==> src/rtl/bn_requant_pkg.sv <==
// Shared types and constants for the batch-norm / requantize stage.
package bn_requant_pkg;

  localparam int BN_N        = 16;
  localparam int BN_CHANNELS = 16;
  localparam int BN_Q        = 8;
  localparam int BN_CW       = $clog2(BN_CHANNELS);

  typedef logic [BN_CW-1:0] ch_idx_t;

  typedef struct packed {
    logic signed [BN_N-1:0] scale;
    logic signed [BN_N-1:0] bias;
  } coef_t;

  localparam logic signed [BN_N-1:0] SAT_MAX = {1'b0, {(BN_N-1){1'b1}}};
  localparam logic signed [BN_N-1:0] SAT_MIN = {1'b1, {(BN_N-1){1'b0}}};

  // 1.0 in a Q-fractional-bit fixed-point word
  function automatic logic signed [BN_N-1:0] q_one(input int q);
    return BN_N'(1 << q);
  endfunction

endpackage

==> src/rtl/bn_coef_regfile.sv <==
// Per-channel {scale, bias} register file: one write port, registered read-before-write read port.
module bn_coef_regfile
  import bn_requant_pkg::*;
#(
  parameter int CHANNELS = BN_CHANNELS,
  parameter int Q        = BN_Q
) (
  input  logic    clk,
  input  logic    rst_n,
  input  logic    wr_en,
  input  ch_idx_t wr_addr,
  input  coef_t   wr_coef,
  input  logic    rd_en,
  input  ch_idx_t rd_addr,
  output coef_t   rd_coef
);

  coef_t [CHANNELS-1:0] ents;

  generate
    for (genvar c = 0; c < CHANNELS; c++) begin : g_ent
      coef_t ent;
      always_ff @(posedge clk) begin
        if (!rst_n) begin
          ent.scale <= q_one(Q);
          ent.bias  <= '0;
        end else if (wr_en && (wr_addr == ch_idx_t'(c))) begin
          ent <= wr_coef;
        end
      end
      assign ents[c] = ent;
    end
  endgenerate

  // Same-edge write lands in the entry after this read samples it, so reads see the old value
  always_ff @(posedge clk) begin
    if (!rst_n) begin
      rd_coef <= '0;
    end else if (rd_en && (32'(rd_addr) < CHANNELS)) begin
      rd_coef <= ents[rd_addr];
    end else begin
      rd_coef <= '0;
    end
  end

endmodule

==> src/rtl/bn_requant.sv <==
// Per-channel y = sat((x*scale + bias) >> Q), 3-stage pipeline feeding the ReLU stage.
// Define BN_REQUANT_SAT_CNT_EN to add a saturating 32-bit sat_count output.
module bn_requant
  import bn_requant_pkg::*;
#(
  parameter int N        = BN_N,
  parameter int CHANNELS = BN_CHANNELS,
  parameter int Q        = BN_Q
) (
  input  logic                        clk,
  input  logic                        rst_n,
  input  logic signed [N-1:0]         data_in,
  input  logic [$clog2(CHANNELS)-1:0] channel_in,
  input  logic                        valid_in,
  input  logic                        coef_wr_en,
  input  logic [$clog2(CHANNELS)-1:0] coef_wr_addr,
  input  logic signed [N-1:0]         coef_scale,
  input  logic signed [N-1:0]         coef_bias,
  output logic signed [N-1:0]         data_out,
  output logic [$clog2(CHANNELS)-1:0] channel_out,
  output logic                        valid_out,
  output logic                        sat_flag
`ifdef BN_REQUANT_SAT_CNT_EN
  ,
  output logic [31:0]                 sat_count
`endif
);

  localparam int CW     = $clog2(CHANNELS);
  localparam int SW     = 2*N + 1;
  localparam int STAGES = 2;  // vld_pipe[0]=S1 .. vld_pipe[STAGES]=S3
  localparam logic signed [SW-1:0] R_MAX = SW'(SAT_MAX);
  localparam logic signed [SW-1:0] R_MIN = SW'(SAT_MIN);

  logic [STAGES:0]       vld_pipe;
  logic signed [N-1:0]   x1;
  logic [CW-1:0]         ch1, ch2;
  coef_t                 c1;
  logic signed [2*N-1:0] prod;
  logic signed [SW-1:0]  bias_sh, sum, s2, r;
  logic                  sat_hi, sat_lo;

  bn_coef_regfile #(
    .CHANNELS (CHANNELS),
    .Q        (Q)
  ) u_coef (
    .clk     (clk),
    .rst_n   (rst_n),
    .wr_en   (coef_wr_en),
    .wr_addr (coef_wr_addr),
    .wr_coef ({coef_scale, coef_bias}),
    .rd_en   (valid_in),
    .rd_addr (channel_in),
    .rd_coef (c1)
  );

  // S1: sample capture; coefficients arrive from the regfile's registered read
  always_ff @(posedge clk) begin
    if (!rst_n) begin
      vld_pipe <= '0;
      x1       <= '0;
      ch1      <= '0;
    end else begin
      vld_pipe <= {vld_pipe[STAGES-1:0], 1'b0};
      if (valid_in) begin
        vld_pipe[0] <= 1'b1;
        x1          <= data_in;
        ch1         <= channel_in;
      end else begin
        x1  <= '0;
        ch1 <= '0;
      end
    end
  end

  // S2: product plus Q-aligned bias plus half-LSB for round-half-up
  always_comb begin
    prod    = (2*N)'(x1) * (2*N)'(c1.scale);
    bias_sh = SW'(c1.bias) <<< Q;
    sum     = SW'(prod) + bias_sh + (SW'(1) <<< (Q-1));
  end

  always_ff @(posedge clk) begin
    if (!rst_n) begin
      s2  <= '0;
      ch2 <= '0;
    end else if (vld_pipe[0]) begin
      s2  <= sum;
      ch2 <= ch1;
    end else begin
      s2  <= '0;
      ch2 <= '0;
    end
  end

  // S3: arithmetic shift and clamp to the N-bit signed range
  always_comb begin
    r      = s2 >>> Q;
    sat_hi = (r > R_MAX);
    sat_lo = (r < R_MIN);
  end

  always_ff @(posedge clk) begin
    if (!rst_n) begin
      data_out    <= '0;
      channel_out <= '0;
      sat_flag    <= 1'b0;
    end else if (vld_pipe[1]) begin
      channel_out <= ch2;
      sat_flag    <= sat_hi | sat_lo;
      if (sat_hi)      data_out <= SAT_MAX;
      else if (sat_lo) data_out <= SAT_MIN;
      else             data_out <= r[N-1:0];
    end else begin
      data_out    <= '0;
      channel_out <= '0;
      sat_flag    <= 1'b0;
    end
  end

  assign valid_out = vld_pipe[STAGES];

`ifdef BN_REQUANT_SAT_CNT_EN
  always_ff @(posedge clk) begin
    if (!rst_n) begin
      sat_count <= '0;
    end else if (valid_out && sat_flag && (sat_count != '1)) begin
      sat_count <= sat_count + 32'd1;
    end
  end
`endif

endmodule

==> config.mk <==
export PLATFORM = sky130hd
export DESIGN_NAME = bn_requant
export DESIGN_NICKNAME = d
export VERILOG_FILES = /design/src/rtl/bn_requant_pkg.sv /design/src/rtl/bn_coef_regfile.sv /design/src/rtl/bn_requant.sv
export SDC_FILE = /design/constraint.sdc
export NUM_CORES = 2
export LEC_CHECK = 0
export ABC_AREA = 1
export BUFFER_PORTS_ARGS = -buffer_cell sky130_fd_sc_hd__buf_2
export CORE_ASPECT_RATIO = 1.4
export CORE_MARGIN = 3
export CORE_UTILIZATION = 63
export DETAILED_ROUTE_END_ITERATION = 6
export GPL_ROUTABILITY_DRIVEN = 0
export HOLD_SLACK_MARGIN = 0.1
export PLACE_DENSITY = 0.89
export SLEW_MARGIN = 20
export SYNTH_ARGS = -nofsm -noshare
export SYNTH_HDL_FRONTEND = slang
export SYNTH_SLANG_ARGS = --single-unit
==> constraint.sdc <==
create_clock -name clk -period 7.5 [get_ports clk]
set_input_delay 0.75 -clock clk [delete_from_list [all_inputs] [get_ports clk]]
set_output_delay 0.75 -clock clk [all_outputs]
set_load 0.02 [all_outputs]
# Yosys cells after proc, flatten, opt, wreduce, memory -nomap -nowiden
# Cells that the tools add are included.
# word_totals
register_bits	625
ram_bits	0
inputBits	60
mem_count	0
out_inout_bits	22
wordCells	93
mem_bits_ro	0
latch_bits	0
# classes
eq_ne	15
n_mul	1
reduce_logical	21
bitwise	3
n_mux	5
div_mod_pow	0
shift	0
n_lt_le_gt_ge	3
add_sub_neg	2
# ops
operator	count
$bmux 32 s4	1
$add 32x24->33	1
$add 33x9->33 const B	1
$eq 4x4->1 const B	8
$mul 16x16->32	1
$mux 32	1
$gt 25x16->1 const B	1
$lt 25x16->1 const B	1
$eq 4x3->1 const B	4
$logic_and 1x1->1	16
$mux 16	1
$mux 15	1
$eq 4x2->1 const B	2
$reduce_and 2->1	3
$lt 4x5->1 const B	1
$eq 4x1->1 const B	1
$logic_not 4->1	1
$reduce_or 3->1	1
$not 1->1	2
$mux 1	1
$or 1x1->1	1

# Longest topological paths before layout
# depth
word_depth	3
mapped_depth	28
mapped_depth_nobuf	26

# By module
# From an unflattened synthesis, not the netlist that was laid out.
# unflattened
cells_unflattened	5146
area_unflattened_um2	37100.6
# by_module_without_submodules
module	cells_each	n_inst	area_per_inst_um2	seq_area_each_um2
bn_coef_regfile	3413	1	23745.3	10890.4
bn_requant	1733	1	13355.3	1461.4

# Worst setup path before layout
# OpenSTA, ideal clock, no wires.
# synth_timing
kind	register -> register
from	register x1[15]
to	register s2[28]
period_less_slack_ps	5460
stages_incl_launch_ff	22
arrival_ps	5345
required_ps	7385
setup_slack_ps	2040
n_path_buf	1
setup_time_ps	115
cell_sequence	dfxtp_1 > clkbuf_1 > nand2_1 > inv_1 > fa_1 > inv_1 > fa_1 > inv_1 > fa_1 > fa_1 > fa_1 > inv_1 > fa_1 > inv_1 > ha_1 > nand2_1 > nor2_1 > and2_1 > and3_1 > nand2_1 > a21oi_1 > nor2_1
# synth_between
elab_chain_cells	3
# synth_rtl
element	line	text
start: declaration	bn_requant.sv:36	logic signed [N-1:0] x1;
start signal: assignment	bn_requant.sv:67	x1 <= data_in;
$mul 16x16->32	bn_requant.sv:78	prod = (2*N)'(x1) * (2*N)'(c1.scale);
$add 32x24->33	bn_requant.sv:80	sum = SW'(prod) + bias_sh + (SW'(1) <<< (Q-1));
$add 33x9->33	bn_requant.sv:80	
end signal: assignment	bn_requant.sv:88	s2 <= sum;
end: declaration	bn_requant.sv:40	logic signed [SW-1:0] bias_sh, sum, s2, r;
# Every way passes these cells.
# A chain may end at the register's enable or synchronous reset.

# Worst setup path in the final report
# layout_timing
from	register x1[7]
to	register s2[22]
# The elaborated chain is that of the path after synthesis.

==> results.md <==
* DR pass1 iterations at 7
* Startpoint types: flop
* H-tree depth at 2
* Peak supply drop at around 0.17 mV
* Static Leak at 18.2 nW
* Vias per cell at 6.07
* Synth top area share at 34.4%
* Total Nets Final at 5117
* Initial drt markers at ~4500
* Crit end category: flop
* Core Region at 56400 µm²
* WP data arrival at 6.63 ns
* Reg2Reg Capture Point: s2[22]
* Die height at 289 µm
* Pwr per Cell Area at about 190 nW/µm²
* Worst relative slew slack at 24.1%
* Initial antenna violation count at 9
* Cell taking the most area after synthesis: dfxtp_1
* Status: finished, final reports clean
* Combinational share of power at 12.4%
* Ys flop type: dfxtp_1
* Slew Viols, Final at 0
* Sequential power share at between 40 and 50%
* Post-Route Utilization at about two thirds
* Setup bufs post-CTS at 0
* Worst setup path endpoint: s2[22]
* Clk pwr share at 40.3%
* Avg Cell Area, Syn at approximately 7.4 µm²
* PostCTS Resize Cnt at 0
* DIE AREA at 60000 µm²
* Die Wd at between 200 and 250 µm
* DR vias at 33238
* Wire length per cell at 19.5 µm
* Gr ovfl total at 0
* Worst setup margin at about 1.4 ns
* IO Pins at 82
* Port Buffers at 81
* Fin area at roughly 38000 µm²
* CTS Buf Count at 57
* Worst R2R Path Depth at 22
* Number of global-route vias before repair at 32890
* Post-route antenna net violation count at 0
* R2R Setup Slk at 1.40 ns
* Type of the worst setup path: reg -> reg
* CP startpoint: x1[7]
* Min cycle time layout at 6.10 ns
* Crit-path cells: nand2_1, fa_1, inv_1, fa_1, inv_1, fa_1, inv_1, fa_1, fa_1, inv_1, fa_1, inv_1, ha_1, nand2_1, inv_1, nand2_1, nor2_1, o21ai_0, nand3b_1, nand2_1, nand2_1, nor2_1
* Min-delay worst type: in -> reg
* Initial Util at between 60% and 70%
* CP peak stage delay at 0.83 ns
* Synth warn at 0
* Critical Path RT at 8.03 ns
* Library cells used by synthesis at 41
* Mapped Nets at 5294
* Least-Margin Pin Slew at between 1 and 1.5 ns
* Layout cells sized above 1 at 5.37%
* Cts hold-fix bufs at 0
* EDFF count, synth at 0
* Fill count at 4429
* Crit. path cell count at 22
* Clock Skews at 0.0195 ns
* TNS Setup at 0 ns
* Synth Register Bits at 617
* Total net switching power at 2.03 mW
* Row cnt at 103
* RSZ-0062 raised after global routing: no
* Routed wire length at about 110 mm
* Sink Count at 617
* Largest net degree at the start of global routing at 269
* Gate Count Post-Synth at 4867
* Most frequent cells after synthesis: nor2_1, o21ai_0, inv_1, dfxtp_1, nand2_1
* Clock transition at the registers of the reported paths at 0.07 ns
* Area after DPL at 36100 µm²
* CTS root buf: clkbuf_16
* Final cycle utilization of the critical path at between 80% and 90%
* HPWL Detailed at 65.5 mm
* Slowest CP cell: dfxtp_1
* Total GRT Usage at 34.8%
* CTS tree: done
* Leading post-synthesis cells by cell area: dfxtp_1, fa_1, nor2_1
* Global-route wire length before repair at 168 mm
* Non-filler instance count after layout at 5478
* Reg-to-Reg Start: x1[7]
* DP Cell Count at 5366
* Final Hold Vio Count at 0
* Int Power at 5.23 mW
* Worst-path fanout max at 16
* Post-synth ARST share at 0%
* Syn Std Cell Area at around 36000 µm²
* Most frequent cell after synthesis: nor2_1
* Max Freq at 164 MHz
* Max-Cap Viols at 0
* Synth-to-Final Area Change at 5.80%
* Worst path bufs/invs at 6
* Final setup viols at 0
* DP Worst Slack at 1.52 ns
* Register area share after synthesis at 34.4%
* Clk_lat worst skew at between 0.6 and 0.7 ns
* Crit path max-delay family: adder cells
* DRC viols at 0
* Clk buf depth at 3
* Net Sw Frac at 27.9%
cells in the final DEF (no fill, tap or decap), types with 7 or more instances in the layout:
cell       count
clkbuf_16     57
inv_1        636
nor2_2         7
dfxtp_1      617
clkbuf_1      12
nand3_1       64
nor3_1         8
ha_1          84
inv_2         15
buf_2         77
clkbuf_8      11
a21oi_1      244
o21ai_1       51
o221ai_1      49
o21ai_0      748
buf_4         38
clkinv_2      12
o211ai_1      80
o22ai_1       10
fa_1         283
nor2_1      1126
nand2_1      444
diode_2        9
state kept, by name (all words and copies together), names as in the netlist:
name / flops
data_out: 16
ch1: 4
x1: 16
u_coef.rd_coef: 32
s2: 25
channel_out: 4
u_coef.ents: 512
sat_flag: 1
vld_pipe: 3
ch2: 4
power groups by stage:
stage / sequential, mW / combinational [mW] / clock (mW)
2_1_floorplan: 3.46 / 0.660 / 0
3_3_place_gp: 3.50 / 0.839 / 0
3_5_place_dp: 3.50 / 0.873 / 0
4_1_cts: 3.43 / 0.878 / 2.92
5_1_grt: 3.44 / 1.00 / 3.05
6_report: 3.44 / 0.897 / 2.93
area by class of cell:
class                   instances  area [µm²]  share of cell area (%)
clock buffers                  80        1620                    4.27
well taps                     735         920                    2.42
multi-input cells            3241       19700                    51.7
repair buffers                120         748                    1.97
diodes                          9        22.5                  0.0592
inverters                     653        2460                    6.46
flip-flops and latches        617       12400                    32.5
clock inverters                23         235                   0.619
worst min-delay path by stage:
stage / startpoint / to / slack [ns] / cells after the start
after global placement: ch1[0] / ch2[0] / 0.40 / 2
final: data_in[4] / x1[4] / 0.33 / 3
after detailed placement: ch1[2] / ch2[2] / 0.40 / 2
after CTS: data_in[4] / x1[4] / 0.32 / 3
after floorplan: ch1[0] / ch2[0] / 0.39 / 2
after global routing: data_in[8] / x1[8] / 0.33 / 3
worst register-to-register path, stage by stage, from the launching register on:
cell	delay, ns
dfxtp_1	0.83
nand2_1	0.22
fa_1	0.58
inv_1	0.06
fa_1	0.51
inv_1	0.06
fa_1	0.53
inv_1	0.05
fa_1	0.45
fa_1	0.49
inv_1	0.05
fa_1	0.47
inv_1	0.04
ha_1	0.38
nand2_1	0.14
inv_1	0.07
nand2_1	0.16
nor2_1	0.27
o21ai_0	0.27
nand3b_1	0.18
nand2_1	0.07
nand2_1	0.06
nor2_1	0.07
cell families (layout without fill, tap and decap cells):
| family | Yosys count | in the layout | synth area share, % |
|---|---|---|---|
| other | 0 | 9 | 0 |
| XOR/XNOR | 6 | 6 | 0.146 |
| adder cells (fa/ha/maj) | 367 | 367 | 18.7 |
| AO/OA/AOI/OAI | 1191 | 1191 | 17.8 |
| buffers and inverters | 1009 | 876 | 11.0 |
| flip-flops | 617 | 617 | 34.4 |
| AND/OR/NAND/NOR | 1677 | 1677 | 18.1 |
layer usage:
metal | up-vias | global-route usage [%] | share of wire [%]
li1 | 14924 | - | -
met2 | 2226 | 58.6 | 47
met3 | 675 | 7.42 | 11
met1 | 15411 | 39.8 | 34
met4 | 2 | 23.6 | 7.7
met5 | - | 0 | 0.012
stage by stage:
stage                     hold WS (ns)  total power [mW]
after detailed placement         0.400              4.38
final                            0.329              7.26
after global routing             0.331              7.50
after CTS                        0.317              7.23
after global placement           0.396              4.34
after floorplan                  0.394              4.12
Note: power is estimated with default switching activity, not from simulation.
